[src/rtl/wave_dds_pkg.sv]
// Shared types and default sizes for the waveform DDS controller.
package wave_dds_pkg;

  localparam int unsigned DEF_PHASE_W = 32;
  localparam int unsigned DEF_ADDR_W  = 11;
  localparam int unsigned DEF_DATA_W  = 8;
  localparam int unsigned ROM_LATENCY = 1;

  typedef enum logic [1:0] {
    IDLE  = 2'd0,
    RUN   = 2'd1,
    DRAIN = 2'd2
  } dds_state_e;

endpackage

[src/rtl/wave_dds_ctrl_if.sv]
// Waveform pROM bus: address/enables from the controller, sample data back.
interface wave_dds_ctrl_if #(
  parameter int unsigned ADDR_W = wave_dds_pkg::DEF_ADDR_W,
  parameter int unsigned DATA_W = wave_dds_pkg::DEF_DATA_W
);

  logic [ADDR_W-1:0] rom_ad;
  logic              rom_ce;
  logic              rom_oce;
  logic              rom_reset;
  logic [DATA_W-1:0] rom_dout;

  modport master (
    output rom_ad,
    output rom_ce,
    output rom_oce,
    output rom_reset,
    input  rom_dout
  );

  modport slave (
    input  rom_ad,
    input  rom_ce,
    input  rom_oce,
    input  rom_reset,
    output rom_dout
  );

endinterface

[src/rtl/dds_amp_scale.sv]
// Final pipeline stage: sample x amplitude, round half up, saturate, register.
module dds_amp_scale #(
  parameter int unsigned DATA_W = wave_dds_pkg::DEF_DATA_W
) (
  input  logic              clk,
  input  logic              reset,
  input  logic              valid_in,
  input  logic [DATA_W-1:0] sample,
  input  logic [DATA_W-1:0] amp,
  output logic [DATA_W-1:0] data_out,
  output logic              valid_out
);

  logic [2*DATA_W-1:0] prod;
  logic [DATA_W:0]     rounded;

  always_comb begin
    prod    = sample * amp;
    rounded = {1'b0, prod[2*DATA_W-1 -: DATA_W]} + {{DATA_W{1'b0}}, prod[DATA_W-1]};
  end

  always_ff @(posedge clk) begin
    if (reset) begin
      data_out  <= '0;
      valid_out <= 1'b0;
    end else begin
      valid_out <= valid_in;
      if (valid_in) begin
        data_out <= rounded[DATA_W] ? '1 : rounded[DATA_W-1:0];
      end
    end
  end

endmodule

[src/rtl/wave_dds_ctrl.sv]
// Phase-accumulator DDS controller driving an external waveform pROM.
// Optional sync_o phase-wrap marker is built when DDS_SYNC_OUT_EN is defined.
module wave_dds_ctrl
  import wave_dds_pkg::*;
#(
  parameter int unsigned PHASE_W = DEF_PHASE_W,
  parameter int unsigned ADDR_W  = DEF_ADDR_W,
  parameter int unsigned DATA_W  = DEF_DATA_W
) (
  input  logic               clk,
  input  logic               reset,
  input  logic               start,
  input  logic               stop,
  input  logic               sample_en,
  input  logic [PHASE_W-1:0] ftw,
  input  logic               ftw_load,
  input  logic [ADDR_W-1:0]  phase_ofs,
  input  logic [DATA_W-1:0]  amp,
  wave_dds_ctrl_if.master    rom,
  output logic [DATA_W-1:0]  dac_data,
  output logic               dac_valid,
  output logic               busy
`ifdef DDS_SYNC_OUT_EN
  ,
  output logic               sync_o
`endif
);

  dds_state_e         state;
  logic [PHASE_W-1:0] phase_acc;
  logic [PHASE_W-1:0] ftw_act;
  logic [PHASE_W-1:0] ftw_pend;
  logic               pend_flag;
  logic               s1;
  logic               s2;
  logic               accept;
  logic               wrap;
  logic [PHASE_W:0]   phase_sum;

  always_comb begin
    accept    = (state == RUN) && sample_en;
    phase_sum = {1'b0, phase_acc} + {1'b0, ftw_act};
    wrap      = phase_sum[PHASE_W];
  end

  assign busy        = (state != IDLE);
  assign rom.rom_oce = (state != IDLE);

  always_ff @(posedge clk) begin
    if (reset) begin
      state         <= IDLE;
      phase_acc     <= '0;
      ftw_act       <= '0;
      ftw_pend      <= '0;
      pend_flag     <= 1'b0;
      s1            <= 1'b0;
      s2            <= 1'b0;
      rom.rom_ad    <= '0;
      rom.rom_ce    <= 1'b0;
      rom.rom_reset <= 1'b1;
    end else begin
      rom.rom_reset <= 1'b0;
      rom.rom_ce    <= accept;
      s1            <= accept;
      s2            <= s1;

      if (accept) begin
        rom.rom_ad <= phase_acc[PHASE_W-1 -: ADDR_W] + phase_ofs;
        phase_acc  <= phase_sum[PHASE_W-1:0];
      end

      // Outside IDLE a new word waits for the next accumulator carry-out;
      // a load on the wrap edge itself is kept pending for the following wrap.
      if (state == IDLE) begin
        if (ftw_load) begin
          ftw_act   <= ftw;
          ftw_pend  <= ftw;
          pend_flag <= 1'b0;
        end
      end else begin
        if (accept && wrap && pend_flag) begin
          ftw_act   <= ftw_pend;
          pend_flag <= 1'b0;
        end
        if (ftw_load) begin
          ftw_pend  <= ftw;
          pend_flag <= 1'b1;
        end
      end

      case (state)
        IDLE: begin
          if (start) begin
            state     <= RUN;
            phase_acc <= '0;
          end
        end
        RUN: begin
          if (stop) state <= DRAIN;
        end
        DRAIN: begin
          if (!s1 && !s2) state <= IDLE;
        end
        default: state <= IDLE;
      endcase
    end
  end

  dds_amp_scale #(
    .DATA_W(DATA_W)
  ) u_amp_scale (
    .clk      (clk),
    .reset    (reset),
    .valid_in (s2),
    .sample   (rom.rom_dout),
    .amp      (amp),
    .data_out (dac_data),
    .valid_out(dac_valid)
  );

`ifdef DDS_SYNC_OUT_EN
  logic w1;
  logic w2;

  always_ff @(posedge clk) begin
    if (reset) begin
      w1     <= 1'b0;
      w2     <= 1'b0;
      sync_o <= 1'b0;
    end else begin
      w1     <= accept && wrap;
      w2     <= w1;
      sync_o <= s2 && w2;
    end
  end
`endif

endmodule

[src/flat_wrapper.sv]
// flat-port wrapper written by rule: the top's interface ports become plain ports
module wave_dds_ctrl_flat import wave_dds_pkg::*;
#(
  parameter int unsigned PHASE_W = DEF_PHASE_W,
  parameter int unsigned ADDR_W  = DEF_ADDR_W,
  parameter int unsigned DATA_W  = DEF_DATA_W
)
  (clk, reset, start, stop, sample_en, ftw, ftw_load, phase_ofs, amp, dac_data, dac_valid, busy, rom_rom_ad, rom_rom_ce, rom_rom_oce, rom_rom_reset, rom_rom_dout);
  wave_dds_ctrl_if #(.ADDR_W(ADDR_W), .DATA_W(DATA_W)) rom_i ();
  input  logic clk;
  input  logic reset;
  input  logic start;
  input  logic stop;
  input  logic sample_en;
  input  logic [PHASE_W-1:0] ftw;
  input  logic ftw_load;
  input  logic [ADDR_W-1:0] phase_ofs;
  input  logic [DATA_W-1:0] amp;
  output logic [DATA_W-1:0] dac_data;
  output logic dac_valid;
  output logic busy;
  output wire logic [$bits(rom_i.rom_ad)-1:0] rom_rom_ad;
  output wire logic [$bits(rom_i.rom_ce)-1:0] rom_rom_ce;
  output wire logic [$bits(rom_i.rom_oce)-1:0] rom_rom_oce;
  output wire logic [$bits(rom_i.rom_reset)-1:0] rom_rom_reset;
  input wire logic [$bits(rom_i.rom_dout)-1:0] rom_rom_dout;
  assign rom_rom_ad = rom_i.rom_ad;
  assign rom_rom_ce = rom_i.rom_ce;
  assign rom_rom_oce = rom_i.rom_oce;
  assign rom_rom_reset = rom_i.rom_reset;
  assign rom_i.rom_dout = rom_rom_dout;
  wave_dds_ctrl #(.PHASE_W(PHASE_W), .ADDR_W(ADDR_W), .DATA_W(DATA_W)) u_core (.clk(clk), .reset(reset), .start(start), .stop(stop), .sample_en(sample_en), .ftw(ftw), .ftw_load(ftw_load), .phase_ofs(phase_ofs), .amp(amp), .rom(rom_i), .dac_data(dac_data), .dac_valid(dac_valid), .busy(busy));
endmodule
[config.mk]
export PLATFORM = sky130hd
export DESIGN_NAME = wave_dds_ctrl_flat
export DESIGN_NICKNAME = d
export VERILOG_FILES = /design/src/rtl/wave_dds_pkg.sv /design/src/rtl/wave_dds_ctrl_if.sv /design/src/rtl/dds_amp_scale.sv /design/src/rtl/wave_dds_ctrl.sv /design/src/flat_wrapper.sv
export SDC_FILE = /design/constraint.sdc
export NUM_CORES = 1
export LEC_CHECK = 0
export ABC_AREA = 0
export CORE_AREA = 3 3 124 126
export CTS_BUF_LIST = sky130_fd_sc_hd__clkbuf_4 sky130_fd_sc_hd__clkbuf_8
export DETAILED_ROUTE_END_ITERATION = 10
export DIE_AREA = 0 0 127 129
export GPL_TIMING_DRIVEN = 0
export PLACE_DENSITY = 0.83
export SLEW_MARGIN = 40
export SYNTH_ARGS = -nofsm -noshare
export SYNTH_HDL_FRONTEND = slang
export SYNTH_SLANG_ARGS = --single-unit
[constraint.sdc]
create_clock -name clk -period 6.5 [get_ports clk]
set_input_delay 0.65 -clock clk [delete_from_list [all_inputs] [get_ports clk]]
set_output_delay 0.65 -clock clk [all_outputs]
set_load 0.005 [all_outputs]
== Word-level counts from Yosys, hierarchy flattened ==
Cells that the tools add are included.
Storage, ports and cells
  register bits: 122
  input port bits: 65
  output and inout bits: 24
Operators by class
  add/subtract/negate cells: 3
  $mul: 1
  equality and inequality tests: 6
  multiplexer cells: 16
  reductions and logical operators: 13
Operators by type and width (number)
  $mux 32: 6
  $add 32x32->33: 1
  $mul 8x8->16: 1
  $add 11x11->11: 1
  $add 8x1->9: 1
  $mux 8: 1
  $mux 2: 3
  $ne 2x2->1 const B: 3
  $pmux 2 s3: 1
  $reduce_bool 2->1: 3
  $mux 1: 5
  $logic_and 1x1->1: 4
  $reduce_and 2->1: 2
  $reduce_and 3->1: 1
  $eq 2x1->1 const B: 1
  $eq 2x2->1 const B: 1
  $logic_not 1->1: 2
  $logic_not 2->1: 1
  $ne 2x1->1 const B: 1

== Depth between registers and ports, before layout ==
Gate-level depths: netlist of the first run.
  depth in word-level cells: 7
  mapped depth: 20

== Cells and area by module ==
From an unflattened synthesis of the first run, not the netlist that was laid out.
Unflattened totals
  cells, all modules: 1070
  area, all modules: 9429.0 um2
Modules (own cells, without submodules)
  wave_dds_ctrl: times used 1, cells each 779, area each 6824.0 um2, sequential area each 2262.2 um2
  dds_amp_scale: times used 1, cells each 291, area each 2605.0 um2, sequential area each 180.2 um2

== Least setup slack after synthesis of the first run ==
Ideal clock, no wire load.
  kind: in2reg
  from: input port rom_rom_dout[0]
  to: register u_core.u_amp_scale.data_out[0]
  data arrival time: 5.599 ns
  data required time: 6.414 ns
  path slack: 0.816 ns
  stages on the path: 19
  buffers on the path: 0
  path through: nand2_1 fa_1 fa_1 inv_1 fa_1 inv_1 fa_1 inv_1 ha_1 and2_1 a221oi_1 o21bai_1 xnor2_1 ha_1 and4b_1 nand4b_1 or2_2 and2_1 a211oi_1
On the way
  longest elaborated chain between the ends: 3
RTL lines
  start: declaration: line flat_wrapper.sv:26  | input wire logic [$bits(rom_i.rom_dout)-1:0] rom_rom_dout;
  $mul 8x8->16: line dds_amp_scale.sv:18  | prod = sample * amp;
  $add 8x1->9: line dds_amp_scale.sv:19  | rounded = {1'b0, prod[2*DATA_W-1 -: DATA_W]} + {{DATA_W{1'b0}}, prod[DATA_W-1]};
  $mux 8: line dds_amp_scale.sv:29  | data_out <= rounded[DATA_W] ? '1 : rounded[DATA_W-1:0];
  end signal: assignment: line dds_amp_scale.sv:29
  end: declaration: line dds_amp_scale.sv:10  | output logic [DATA_W-1:0] data_out,
Every way passes these cells.
A chain may end at the register's enable or synchronous reset.

== Final worst setup path of the first run ==
  from: input port amp[7]
  to: register u_core.u_amp_scale.data_out[0]
On the way
  longest elaborated chain between the ends: 3
RTL lines
  start: declaration: line flat_wrapper.sv:18  | input logic [DATA_W-1:0] amp;
  $mul 8x8->16: line dds_amp_scale.sv:18
  $add 8x1->9: line dds_amp_scale.sv:19
  $mux 8: line dds_amp_scale.sv:29
Every way passes these cells.

==> results of run 1 <==
-- layer usage --
layer,up-vias,share of wire
met1,3503,0.46
met4,0,0.019
met2,217,0.46
met3,29,0.061
met5,-,0
li1,3656,-
-- layout make-up --
type / count / area, µm² / share of cell area
multi-input cells: 767 / 5730 / 0.562
flip-flops and latches: 122 / 2440 / 0.240
repair buffers: 88 / 876 / 0.0859
clock buffers: 20 / 269 / 0.0264
inverters: 66 / 248 / 0.0243
well taps: 184 / 230 / 0.0226
plain buffers: 43 / 205 / 0.0201
clock inverters: 12 / 195 / 0.0191
-- worst min-delay path, stage by stage, from the launching register on --
cell and delay, ns:
dfxtp_1 0.31, nand2_1 0.05, a21oi_1 0.05
-- cell usage in the layout, fill, tap and decap left out, types with 30 or more instances in the layout --
cell	Yosys	final
dfxtp_1	122	122
clkdlybuf4s50_1	0	87
xnor2_1	31	31
clkbuf_1	30	30
a21oi_1	73	73
inv_1	65	65
mux2i_1	32	32
fa_1	37	37
ha_1	77	77
nor2_1	95	95
a311oi_2	32	32
and2_1	56	56
nand2_1	161	161
-- worst max-delay path by stage --
stage                          startpoint                        endpoint  slack (ns)  cells past startpoint
after floorplan           rom_rom_dout[0]  u_core.u_amp_scale.data_out[0]        0.82                     19
after CTS                          amp[7]  u_core.u_amp_scale.data_out[0]        0.03                     20
after global placement             amp[7]  u_core.u_amp_scale.data_out[0]       -0.31                     20
after global routing               amp[7]  u_core.u_amp_scale.data_out[0]        0.03                     21
after detailed placement           amp[7]  u_core.u_amp_scale.data_out[0]       -0.42                     20
final                              amp[7]  u_core.u_amp_scale.data_out[0]        0.38                     21
-- state kept, by name, summed over array words and instances (netlist names) --
signal / flops
u_core.ftw_pend: 32
u_core.u_amp_scale.data_out: 8
u_core.s2: 1
u_core.pend_flag: 1
u_core.state: 2
u_core.s1: 1
u_core.phase_acc: 32
u_core.u_amp_scale.valid_out: 1
u_core.rom.rom_ad: 11
u_core.ftw_act: 32
u_core.rom.rom_reset: 1
-- power groups by stage --
stage          logic (mW)  clock network (mW)  registers, mW
6_report            0.981               0.792          0.816
5_1_grt              1.10               0.836          0.820
4_1_cts             0.964               0.803          0.815
3_5_place_dp        0.953                   0          0.832
3_3_place_gp        0.931                   0          0.830
2_1_floorplan       0.723                   0          0.824
-- kinds of logic after synthesis --
logic type | after synthesis | synth area share
compound gates | 205 | 0.186
xor+xnor | 49 | 0.0498
fa+ha+maj | 114 | 0.198
buf+inv | 109 | 0.0525
flops | 122 | 0.283
mux | 33 | 0.0385
simple gates | 366 | 0.192
-- metrics by stage --
step	area (µm²)	power, mW
after floorplan	8620	1.55
after global routing	10200	2.76
after CTS	10200	2.58
after detailed placement	9720	1.78
after global placement	9720	1.76
final	10200	2.59
-- what timing repair did --
item | 4_1_cts | 5_1_grt
setup endpoints to repair | 0 | 5
resized for setup | 0 | 1
buffers inserted | 0 | 0
==> results.py, run 1 <==
metrics = {
    "power": {
        "clockPowerShare": 0.306,
        "internal_power_mw": 1.68,
        "power.share.switching": 0.349,
        "leakage_nw": 4.41,
        "seqPwrFrac": 0.315,
        "p_sw_uw": 904,
        "ir_drop_uv": 276,
        "power_density_nw_per_um2": 254,
        "combPwrFrac": 0.379,
    },
    "floorplan": {
        "die_area_um2": 16400,
        "core_um2": 14400,
        "initial_core_util": 0.598,
        "die_w_um": 127,
        "die_h_um": 129,
        "ios": 89,
        "std_cell_rows": 44,
    },
    "finish": {
        "final_cell_count_no_fill": 1302,
        "fin_nets": 1284,
        "fin_util": 0.707,
        "antennaDiodeCount": 0,
        "area_growth_pct": 18.3,
        "fillers": 1086,
        "drive_above_1_share": 0.0760,
    },
    "critical_path": {
        "critPathKind": "input pin to flip-flop",
        "slowest_stage": "clkdlybuf4s50_1",
        "cp_max_fo": 8,
        "cp_data_arrival_time_ns": 6.47,
        "cp_common_cell": "fa_1",
        "worstPathRequired_ns": 6.86,
        "r2r_cells": 13,
        "rr_startpoint": "u_core.ftw_act[0]",
        "r2r_slack_ns": 2.90,
        "crit_path_start_kind": "input pin",
        "max_stage_delay_ns": 0.61,
        "r2r_end": "u_core.ftw_act[22]",
        "path_delay_family": "adder cells",
        "crit_path_end_kind": "flip-flop",
        "critPathBufInv": 5,
        "cp_cell_sequence": "clkdlybuf4s50_1 > nand2_1 > fa_1 > fa_1 > inv_1 > fa_1 > inv_1 > fa_1 > inv_1 > ha_1 > and2_1 > a221oi_2 > clkbuf_2 > xnor2_1 > ha_1 > ha_1 > and4b_1 > nand4b_1 > or2_2 > and2_1 > a211oi_1",
    },
    "yosys": {
        "syn_inst": 998,
        "ys_types": 65,
        "avgSynthCellArea_um2": 8.64,
        "synth-seq-area-share": 0.283,
        "synth-seq-cells": 122,
        "synth_edf_count": 0,
        "ys.warnings.count": 0,
        "async_flop_share": 0,
        "netlist_area_um2": 8620,
        "synth.net_count": 1177,
        "yosys-top-cells-count": "161 x nand2_1, 122 x dfxtp_1, 95 x nor2_1, 77 x ha_1, 73 x a21oi_1",
        "ys.flop_type": "dfxtp_1",
        "yosysTopAreaCellShare": 0.283,
        "netlist_top_cells_area": "dfxtp_1 28%, ha_1 11%, fa_1 8.6%",
        "yosysTopAreaCell": "dfxtp_1",
        "yosysMostFrequentCell": "nand2_1",
    },
    "run": {
        "drv_cap": 0,
    },
    "grt": {
        "antenna_found_initial": 0,
        "grt_pass1_wl_mm": 34.3,
        "gr-usage-met3": 0.0544,
        "grt_max_degree": 17,
        "grt_pass1_vias": 7146,
        "grt.total_usage": 0.259,
        "grt_use_met1": 0.344,
        "grtUsageMet2": 0.416,
        "grt_overflow": 0,
        "grt_busiest_layer": "met2",
    },
    "sta": {
        "whs_ns": 0.457,
        "period_minus_slack_ns": 6.12,
        "slew_viol_final": 0,
        "final-hold-violation-count": 0,
        "finalSetupViolCount": 0,
        "fin_skew_ns": 0.0127,
        "fmax_ghz": 0.164,
        "finalWorstSetupSlack_ns": 0.384,
        "worst_pin_slew_ns": 0.870,
        "post-route-period-util": 0.941,
        "rsz0062_at_grt": "false",
        "setup_tns_ns": 0,
        "slew_headroom": 0.420,
    },
    "placed_design": {
        "port_buffers": 87,
        "dp_worst_setup_slack_ns": -0.417,
        "gp_congestion": 0.933,
        "placedCellCount": 1269,
        "hpwl_mm": 15.8,
    },
    "min_path": {
        "hold_end": "u_core.rom.rom_ad[6]",
        "worstHoldStart": "u_core.rom.rom_ad[6]",
        "hold_depth": 2,
        "hold_path.class": "flip-flop to flip-flop",
    },
    "clock_tree": {
        "cts_sinks": 122,
        "insertion_delay_ns": 0.45,
        "cts_hold_buffers": 0,
        "cts_tree": "yes",
        "path_clk_slew_ns": 0.07,
        "cts_root_buf": "clkbuf_8",
        "cts_htree_levels": 4,
        "cts_buffers": 17,
        "cts_max_path_buffers": 2,
    },
    "drt": {
        "via_count": 7405,
        "drt-pass1-iter-count": 5,
        "drcViolationCount": 0,
        "totalWireLength_mm": 20.8,
        "first_iter_violations": 397,
        "viasPerCell": 5.69,
        "ant_nets": 0,
        "wire_per_inst_um": 16.0,
    },
    "run_status": {
        "outcome": "finished clean",
    },
}
Note: power is estimated with default switching activity, not from simulation.
==> inputs of run 2 (changes only) <==
--- a/config.mk
+++ b/config.mk
@@ -6,12 +6,11 @@
 export NUM_CORES = 1
 export LEC_CHECK = 0
 export ABC_AREA = 0
-export CORE_AREA = 3 3 124 126
+export CORE_AREA = 3 3 174 176
 export CTS_BUF_LIST = sky130_fd_sc_hd__clkbuf_4 sky130_fd_sc_hd__clkbuf_8
 export DETAILED_ROUTE_END_ITERATION = 10
-export DIE_AREA = 0 0 127 129
+export DIE_AREA = 0 0 177 179
 export GPL_TIMING_DRIVEN = 0
-export PLACE_DENSITY = 0.83
 export SLEW_MARGIN = 40
 export SYNTH_ARGS = -nofsm -noshare
 export SYNTH_HDL_FRONTEND = slang
==> results.py, run 2 (same netlist as run 1, synthesis figures left out) <==
metrics = {
    "critical_path": {
        "crit_path_start_kind": "input pin",
        "critPathKind": "input pin to flip-flop",
        "worstPathRequired_ns": 6.87,
        "r2r_slack_ns": 2.81,
        "cp_max_fo": 8,
        "cp_data_arrival_time_ns": 6.51,
        "crit_path_end_kind": "flip-flop",
    },
    "sta": {
        "worst_pin_slew_ns": 0.856,
        "finalSetupViolCount": 0,
        "whs_ns": 0.459,
        "fin_skew_ns": 0.0137,
        "slew_viol_final": 0,
        "post-route-period-util": 0.945,
        "fmax_ghz": 0.163,
        "final-hold-violation-count": 0,
        "period_minus_slack_ns": 6.14,
        "slew_headroom": 0.430,
        "finalWorstSetupSlack_ns": 0.359,
        "rsz0062_at_grt": "false",
    },
    "finish": {
        "final_common_cell": "nand2_1",
        "final_cell_count_no_fill": 1501,
        "seq_area_um2": 2440,
        "multi_input_area_um2": 5730,
        "fin_area_um2": 10400,
        "layout_common_cells": "161 x nand2_1, 122 x dfxtp_1, 94 x nor2_1",
        "drive_above_1_share": 0.0779,
        "reg_top3": "u_core.ftw_act (32), u_core.ftw_pend (32), u_core.phase_acc (32)",
        "fillers": 2972,
        "antennaDiodeCount": 0,
        "fin_nets": 1284,
        "area_growth_pct": 20.9,
    },
    "power": {
        "power_density_nw_per_um2": 242,
        "ir_drop_uv": 137,
        "leakage_nw": 4.38,
        "total_power_mw": 2.53,
    },
    "clock_tree": {
        "cts_setup_buffers": 0,
        "cts_htree_levels": 4,
        "cts_buffers": 17,
        "cts_sinks": 122,
        "cts_root_buf": "clkbuf_8",
        "cts_tree": "yes",
        "insertion_delay_ns": 0.45,
        "cts_max_path_buffers": 2,
        "path_clk_slew_ns": 0.08,
        "cts_hold_buffers": 0,
    },
    "grt": {
        "grt_max_degree": 17,
        "grt_overflow": 0,
        "grt_pass1_vias": 7106,
        "antenna_found_initial": 0,
        "grt.total_usage": 0.146,
        "grt_pass1_wl_mm": 36.7,
    },
    "floorplan": {
        "core_um2": 28800,
        "ios": 89,
        "die_area_um2": 31700,
        "die_w_um": 177,
        "std_cell_rows": 62,
        "die_h_um": 179,
        "initial_core_util": 0.299,
    },
    "placed_design": {
        "gp_congestion": 0.857,
        "dp_worst_setup_slack_ns": -0.417,
        "port_buffers": 87,
        "placedCellCount": 1469,
        "placed_area_um2": 9980,
        "hpwl_mm": 17.7,
    },
    "min_path": {
        "hold_path.class": "flip-flop to flip-flop",
    },
    "drt": {
        "via_count": 7244,
        "drcViolationCount": 0,
        "first_iter_violations": 365,
        "totalWireLength_mm": 22.6,
        "wire_per_inst_um": 15.0,
        "ant_nets": 0,
        "viasPerCell": 4.83,
        "drt-pass1-iter-count": 4,
    },
    "run": {
        "drv_cap": 0,
    },
    "run_status": {
        "outcome": "finished clean",
    },
}
## run 2: repair_timing
action	in CTS	in global routing
endpoints found under the setup margin	0	4
endpoints found under the hold margin	0	0
resized for setup	0	1
## run 2: path summary, 6_finish.rpt
kind / from / end / cells past startpoint
min: u_core.phase_acc[17] / u_core.phase_acc[17] / 2
min reg2reg: u_core.phase_acc[17] / u_core.phase_acc[17] / 2
max: rom_rom_dout[1] / u_core.u_amp_scale.data_out[4] / 21
max reg2reg: u_core.ftw_act[0] / u_core.ftw_act[28] / 13
## run 2: where the power goes
part | total, mW | internal, mW | switching [mW]
sequential | 0.818 | 0.789 | 0.0296
combinational | 0.963 | 0.415 | 0.548
clock | 0.744 | 0.417 | 0.326
## run 2: area by class of cell
type	count	share of cell area
plain buffers	43	0.0199
clock buffers	17	0.0225
clock inverters	14	0.0190
inverters	66	0.0238
multi-input cells	767	0.550
flip-flops and latches	122	0.234
well taps	384	0.0461
repair buffers	88	0.0841
## run 2: per-stage QoR
| step | setup TNS [ns] | util |
|---|---|---|
| floorplan | 0 | - |
| global placement | -1.72 | 0.346 |
| detailed placement | -2.25 | 0.347 |
| CTS | 0 | 0.362 |
| global route | 0 | 0.362 |
| finish | 0 | 0.362 |
## run 2: critical path, cell delays in order
cell and delay [ns]:
clkdlybuf4s50_1 0.61, nand2_1 0.12, fa_1 0.50, fa_1 0.55, inv_1 0.06, fa_1 0.52
inv_1 0.05, fa_1 0.53, inv_1 0.04, ha_1 0.34, and2_1 0.21, a221oi_2 0.30
clkbuf_2 0.21, o21bai_1 0.09, xnor2_1 0.26, ha_1 0.24, and4b_1 0.26, nand4b_1 0.15
or2_2 0.33, and2_1 0.22, a211oi_1 0.25
## run 2: metal layers
metal,vias up,part of all wire,track usage
li1,3658,-,-
met1,3434,0.48,0.195
met2,127,0.45,0.237
met3,25,0.058,0.0343
met4,0,0.015,0.0373
met5,-,0,0
